<file path="src/rtl/day_pkg.sv">
// Shared types and default constants for the day-reset controller.
package day_pkg;

  typedef enum logic [2:0] {
    IDLE,
    T_REQ,
    T_REL,
    A_REQ,
    A_REL
  } state_t;

  localparam int DEF_DEBOUNCE_CYCLES   = 16;
  localparam int DEF_LONG_PRESS_CYCLES = 1024;
  localparam int DEF_ACK_TIMEOUT       = 15;

  // Bits needed for a counter that must hold the value n.
  function automatic int cnt_w(input int n);
    return (n < 2) ? 1 : $clog2(n + 1);
  endfunction

endpackage

</file>
<file path="src/rtl/btn_debounce.sv">
// Push-button front end: 2-flop synchronizer, debouncer and short/long press
// classification. Both press outputs are registered single-cycle pulses.
module btn_debounce
  import day_pkg::*;
#(
  parameter int DEBOUNCE_CYCLES   = DEF_DEBOUNCE_CYCLES,
  parameter int LONG_PRESS_CYCLES = DEF_LONG_PRESS_CYCLES
) (
  input  logic clk,
  input  logic rst_n,
  input  logic btn,
  output logic short_press,
  output logic long_press
);

  localparam int DW = cnt_w(DEBOUNCE_CYCLES);
  localparam int HW = cnt_w(LONG_PRESS_CYCLES);
  localparam logic [DW-1:0] DB_LAST   = DW'(DEBOUNCE_CYCLES - 1);
  localparam logic [HW-1:0] HOLD_LAST = HW'(LONG_PRESS_CYCLES - 1);

  logic          sync1;
  logic          sync2;
  logic          level;
  logic          long_done;
  logic [DW-1:0] db_cnt;
  logic [HW-1:0] hold_cnt;

  always_ff @(posedge clk or negedge rst_n) begin
    if (!rst_n) begin
      sync1 <= 1'b0;
      sync2 <= 1'b0;
    end else begin
      // NOTE: non-blocking so sync2 takes the pre-edge sync1, giving two real stages.
      sync1 <= btn;
      sync2 <= sync1;
    end
  end

  always_ff @(posedge clk or negedge rst_n) begin
    if (!rst_n) begin
      level       <= 1'b0;
      db_cnt      <= '0;
      hold_cnt    <= '0;
      long_done   <= 1'b0;
      short_press <= 1'b0;
      long_press  <= 1'b0;
    end else begin
      short_press <= 1'b0;
      long_press  <= 1'b0;

      if (sync2 == level) begin
        db_cnt <= '0;
      end else if (db_cnt == DB_LAST) begin
        level  <= sync2;
        db_cnt <= '0;
        // A release after a long press was already reported; stay silent.
        if (!sync2 && !long_done) short_press <= 1'b1;
      end else begin
        db_cnt <= db_cnt + DW'(1);
      end

      if (!level) begin
        hold_cnt  <= '0;
        long_done <= 1'b0;
      end else if (!long_done) begin
        hold_cnt <= hold_cnt + HW'(1);
        if (hold_cnt == HOLD_LAST) begin
          long_done  <= 1'b1;
          long_press <= 1'b1;
        end
      end
    end
  end

endmodule

</file>
<file path="src/rtl/day_reset_ctrl.sv">
// Day reset sequencer: clears the time counters, and on a long press the alarm
// registers too, through four-phase req/ack handshakes with a timeout.
module day_reset_ctrl
  import day_pkg::*;
#(
  parameter int DEBOUNCE_CYCLES   = DEF_DEBOUNCE_CYCLES,
  parameter int LONG_PRESS_CYCLES = DEF_LONG_PRESS_CYCLES,
  parameter int ACK_TIMEOUT       = DEF_ACK_TIMEOUT
) (
  input  logic clk,
  input  logic reset_n,
  input  logic manual_reset,
  input  logic midnight,
  output logic time_req,
  input  logic time_ack,
  output logic alarm_req,
  input  logic alarm_ack,
  output logic day_reseter,
  output logic fault
);

  localparam int WW = cnt_w(ACK_TIMEOUT);
  localparam logic [WW-1:0] WAIT_LAST = WW'(ACK_TIMEOUT - 1);

  logic          rst_meta;
  logic          rst_n;
  logic          short_press;
  logic          long_press;
  logic          trigger;
  logic          ack_done;
  logic          do_alarm;
  logic          pending;
  logic          pending_long;
  logic [WW-1:0] wait_cnt;
  state_t        state;

  // Assert asynchronously, release on a clock edge so no flop sees a runt release.
  always_ff @(posedge clk or negedge reset_n) begin
    if (!reset_n) begin
      rst_meta <= 1'b0;
      rst_n    <= 1'b0;
    end else begin
      rst_meta <= 1'b1;
      rst_n    <= rst_meta;
    end
  end

  btn_debounce #(
    .DEBOUNCE_CYCLES  (DEBOUNCE_CYCLES),
    .LONG_PRESS_CYCLES(LONG_PRESS_CYCLES)
  ) u_btn (
    .clk        (clk),
    .rst_n      (rst_n),
    .btn        (manual_reset),
    .short_press(short_press),
    .long_press (long_press)
  );

  assign trigger = midnight | short_press | long_press;

  always_comb begin
    // NOTE: default first so no latch is inferred for states without an ack.
    ack_done = 1'b0;
    case (state)
      T_REQ:   ack_done = time_ack;
      T_REL:   ack_done = !time_ack;
      A_REQ:   ack_done = alarm_ack;
      A_REL:   ack_done = !alarm_ack;
      default: ack_done = 1'b0;
    endcase
  end

  always_ff @(posedge clk or negedge rst_n) begin
    if (!rst_n) begin
      state        <= IDLE;
      time_req     <= 1'b0;
      alarm_req    <= 1'b0;
      day_reseter  <= 1'b0;
      fault        <= 1'b0;
      do_alarm     <= 1'b0;
      pending      <= 1'b0;
      pending_long <= 1'b0;
      wait_cnt     <= '0;
    end else if (state == IDLE) begin
      if (trigger || pending) begin
        state        <= T_REQ;
        time_req     <= 1'b1;
        day_reseter  <= 1'b1;
        do_alarm     <= long_press | pending_long;
        pending      <= 1'b0;
        pending_long <= 1'b0;
        wait_cnt     <= '0;
      end
    end else begin
      // Triggers during a sequence collapse into one follow-up sequence.
      if (trigger) pending <= 1'b1;
      if (long_press) pending_long <= 1'b1;

      if (ack_done) begin
        wait_cnt <= '0;
        case (state)
          T_REQ: begin
            state    <= T_REL;
            time_req <= 1'b0;
          end
          T_REL: begin
            if (do_alarm) begin
              state     <= A_REQ;
              alarm_req <= 1'b1;
            end else begin
              state       <= IDLE;
              day_reseter <= 1'b0;
            end
          end
          A_REQ: begin
            state     <= A_REL;
            alarm_req <= 1'b0;
          end
          default: begin
            state       <= IDLE;
            day_reseter <= 1'b0;
            do_alarm    <= 1'b0;
          end
        endcase
      end else if (wait_cnt == WAIT_LAST) begin
        state       <= IDLE;
        fault       <= 1'b1;
        time_req    <= 1'b0;
        alarm_req   <= 1'b0;
        day_reseter <= 1'b0;
        do_alarm    <= 1'b0;
        wait_cnt    <= '0;
      end else begin
        wait_cnt <= wait_cnt + WW'(1);
      end
    end
  end

endmodule

</file>
<file path="config.mk">
export PLATFORM = sky130hd
export DESIGN_NAME = day_reset_ctrl
export DESIGN_NICKNAME = d
export VERILOG_FILES = /design/src/rtl/day_pkg.sv /design/src/rtl/btn_debounce.sv /design/src/rtl/day_reset_ctrl.sv
export SDC_FILE = /design/constraint.sdc
export NUM_CORES = 1
export LEC_CHECK = 0
export CORE_AREA = 2 2 59 61
export CTS_BUF_LIST = sky130_fd_sc_hd__clkbuf_16
export DETAILED_ROUTE_END_ITERATION = 12
export DIE_AREA = 0 0 61 63
export PLACE_DENSITY = 0.86
export SYNTH_ARGS = -nofsm -noshare
export SYNTH_HDL_FRONTEND = slang
export SYNTH_SLANG_ARGS = --single-unit
</file>
<file path="constraint.sdc">
create_clock -name clk -period 1.6 [get_ports clk]
set_input_delay 0.32 -clock clk [delete_from_list [all_inputs] [get_ports clk]]
set_output_delay 0.32 -clock clk [all_outputs]
set_load 0.02 [all_outputs]
</file>
==> flow_metrics.py, run 1 <==
metrics = {
    "status": {
        "outcome": "complete, but fails checks",
        "violated_checks": "setup timing",
    },
    "pwr": {
        "p_leak_nw": 1.07,
        "worst_ir_drop_vdd_v": 0.000804,
        "power_per_cell_area_nw_per_um2": 1490,
        "power_mw": 3.42,
    },
    "worst_setup_path": {
        "crit_path_start_kind": "input pin",
        "critical_path_sink_type": "register",
        "critical_path_peak_fanout": 2,
        "crit_type": "in -> reg",
        "depth_of_the_most_critical_reg_to_reg_path": 6,
        "critPathRequiredTime_ps": 1810,
        "worst_path_arrival_time_ps": 1820,
    },
    "clock_tree": {
        "cts_htree_levels": 2,
        "worstSkewPairLatency_ps": 270,
        "clock_path_buffers": 2,
        "root_buffer_master": "clkbuf_16",
        "cts_inserted_buffers": 5,
        "clk_pin_slew_ps": 50,
        "cts_tree": "yes",
        "clock-sinks": 38,
    },
    "synthesis": {
        "synth_cell_types": 44,
        "synth-edff-count": 0,
        "ys_seq_elements": 38,
        "netlist_instances": 176,
        "synthesis.area_per_instance_um2": 10.3,
        "yosysSeqAreaShare_pct": 52.4,
        "yosys_most_used_dff": "dfrtp_1",
        "synth.cell_area_um2": 1820,
        "yosys_warns": 0,
        "async_set_reset_flop_share_out_of_synthesis_pct": 100,
        "postSynthNetCount": 186,
    },
    "cells_and_area": {
        "layout.area.seq_um2": 953,
        "area_growth_syn_to_layout_pct": 26.4,
        "postLayoutCellArea_um2": 2290,
        "post-route-util_pct": 71.0,
        "most-common-layout-cells": "dfrtp_1, buf_4, nor2_1",
        "final.fill_count": 237,
        "antenna_cells_inserted": 0,
        "design.final.nets": 217,
        "area_taken_by_multi_input_logic_gates_um2": 867,
        "fraction_of_final_layout_cells_with_drive_strength_greater_than_1_pct": 19.2,
        "mostFrequentLayoutCell": "dfrtp_1",
    },
    "floorplan": {
        "design.core.area_um2": 3230,
        "die_w_um": 61,
        "die_height_um": 63,
        "top_level_ports": 10,
        "site_row_count": 21,
        "initial_core_util_pct": 56.2,
        "fp.dieArea_um2": 3840,
    },
    "placed_design": {
        "port-buffer-count": 9,
        "finalWeightedCongestion": 0.851,
        "preCtsSetupSlack_ps": -360,
        "hpwlAfterDp_mm": 2.73,
        "placed_cell_area_um2": 2070,
    },
    "drt": {
        "detail_route.vias_per_cell": 5.58,
        "met3_wirelength_um": 91,
        "drc": 0,
        "total_via_count_after_detailed_routing": 1417,
        "finalWirelength_mm": 3.92,
        "highest-signal-layer": "met4",
        "drt_first_iter_violations": 62,
        "met2_wirelength_mm": 2.22,
        "ant_nets": 0,
        "first_pass_iteration_count_of_the_detailed_router": 6,
        "detail_route.wirelength.met1_mm": 1.56,
        "routedWlPerCell_um": 15.4,
    },
    "sta": {
        "layout_min_cycle_time_ps": 1600,
        "fin_worst_hold_slack_ps": 209,
        "setup_repair_after_global_routing_missed_its_margin": "true",
        "max_freq_mhz": 623,
        "report.final.setup_viol": 2,
        "hold_violations": 0,
        "final_cycle_utilization_of_the_critical_path_pct": 100,
        "final_max_slew_viol_count": 0,
        "finalWorstSetupSlack_ps": -4.92,
        "clock_skew_ps": 4.92,
    },
    "global_route": {
        "grt_antenna_before_repair": 0,
        "grt-ovfl-total": 0,
        "grt_pass1_vias": 1486,
        "grt_start_max_net_pins": 37,
        "wire_length_of_the_first_global_routing_pass_mm": 6.72,
        "grt_util_all_layers_pct": 23.4,
    },
    "hold_path": {
        "hold_class": "in -> async",
    },
    "job": {
        "max_cap_viol_count": 0,
    },
}
## report_power, final
part | switching [mW] | total, mW | internal [mW]
clock | 0.340 | 0.902 | 0.562
combinational | 0.649 | 1.24 | 0.589
sequential | 0.169 | 1.27 | 1.11
## registers in the layout, summed over array words and instances, names as in the netlist
signal,count
u_btn.sync1,1
rst_meta,1
wait_cnt,4
rst_n,1
u_btn.hold_cnt,11
u_btn.short_press,1
fault,1
do_alarm,1
u_btn.long_done,1
u_btn.sync2,1
time_req,1
u_btn.db_cnt,5
pending_long,1
u_btn.level,1
pending,1
u_btn.long_press,1
state,3
alarm_req,1
day_reseter,1
## cells in the mapped netlist (2+ instances only)
cell      instances  share of area [%]
a21boi_0          2               0.83
a21oi_1           5                1.4
a31oi_1           2               0.69
and2_1            9                3.1
and3_1            3                1.0
buf_2             2               0.55
clkbuf_1          3               0.62
dfrtp_1          38                 52
ha_1              4                2.8
inv_1             8                1.7
nand2_1           9                1.9
nand2b_1          5                1.7
nand3_1          10                2.8
nand4_1           3                1.0
nand4b_1          3                1.4
nor2_1           12                2.5
nor2b_1           5                1.7
nor3_1            3               0.83
nor4_1            3                1.0
o211ai_1          3                1.2
o21ai_0           8                2.2
o31ai_1           2               0.83
or3_1             4                1.4
xnor2_1           6                2.9
xor2_1            5                2.4
## what timing repair did
| action | 4_1_cts | 5_1_grt |
|---|---|---|
| setup buffers | 2 | 1 |
| hold buffers | 0 | 0 |
| gates resized for setup | 6 | 9 |
| cloned | 0 | 0 |
| pin swaps | 2 | 1 |
| endpoints found under the setup margin | 6 | 12 |
## per-layer routing
layer	vias to the layer above	global-route usage (%)
met5	-	0
met4	0	8.97
met3	7	4.55
met2	25	40.6
met1	699	27.8
li1	686	-
## worst paths after layout
kind	to	slack, ps	start
max	do_alarm	-5	alarm_ack
min	rst_meta	210	reset_n
max reg2reg	do_alarm	10	state[1]
min reg2reg	fault	270	rst_n
max in group asynchronous	state[2]	990	rst_n
min in group clk	u_btn.sync2	350	u_btn.sync1
## cells by family after synthesis
group / count (synthesis) / synth area share, %
and+or+nand+nor: 76 / 23.5
DFF: 38 / 52.4
AOI/OAI and AO/OA: 30 / 11.0
buffers and inverters: 13 / 2.83
xor gates and xnor gates: 11 / 5.31
adders and majority gates: 4 / 2.76
muxes: 3 / 2.00
other: 1 / 0.207
## critical path, stage by stage
cell and delay, ps:
clkdlybuf4s50_1 430, mux2_4 290, a221oi_4 320, buf_4 180
buf_6 90, nand4_1 90, nand3_1 100
## cell type report
| cell class | instances | share of cell area [%] |
|---|---|---|
| inverters | 8 | 1.31 |
| multi-input cells | 125 | 37.8 |
| repair buffers | 29 | 10.9 |
| clock buffers | 5 | 5.45 |
| clock inverters | 3 | 0.545 |
| flip-flops and latches | 38 | 41.5 |
| well taps | 46 | 2.51 |
## metrics by stage
stage               TNS, ps  cells
finish                -6.70    254
global route           -250    254
CTS                       0    253
floorplan                 0    176
detailed placement    -2900    243
global placement      -2230    243
No activity file was read; power rests on OpenSTA's default activity.
==> inputs of run 2 (changes only) <==
- CTS_CLUSTER_SIZE: default -> 20
==> results of run 2 <==
Final layout, timing and power as in run 1 (identical DEF).
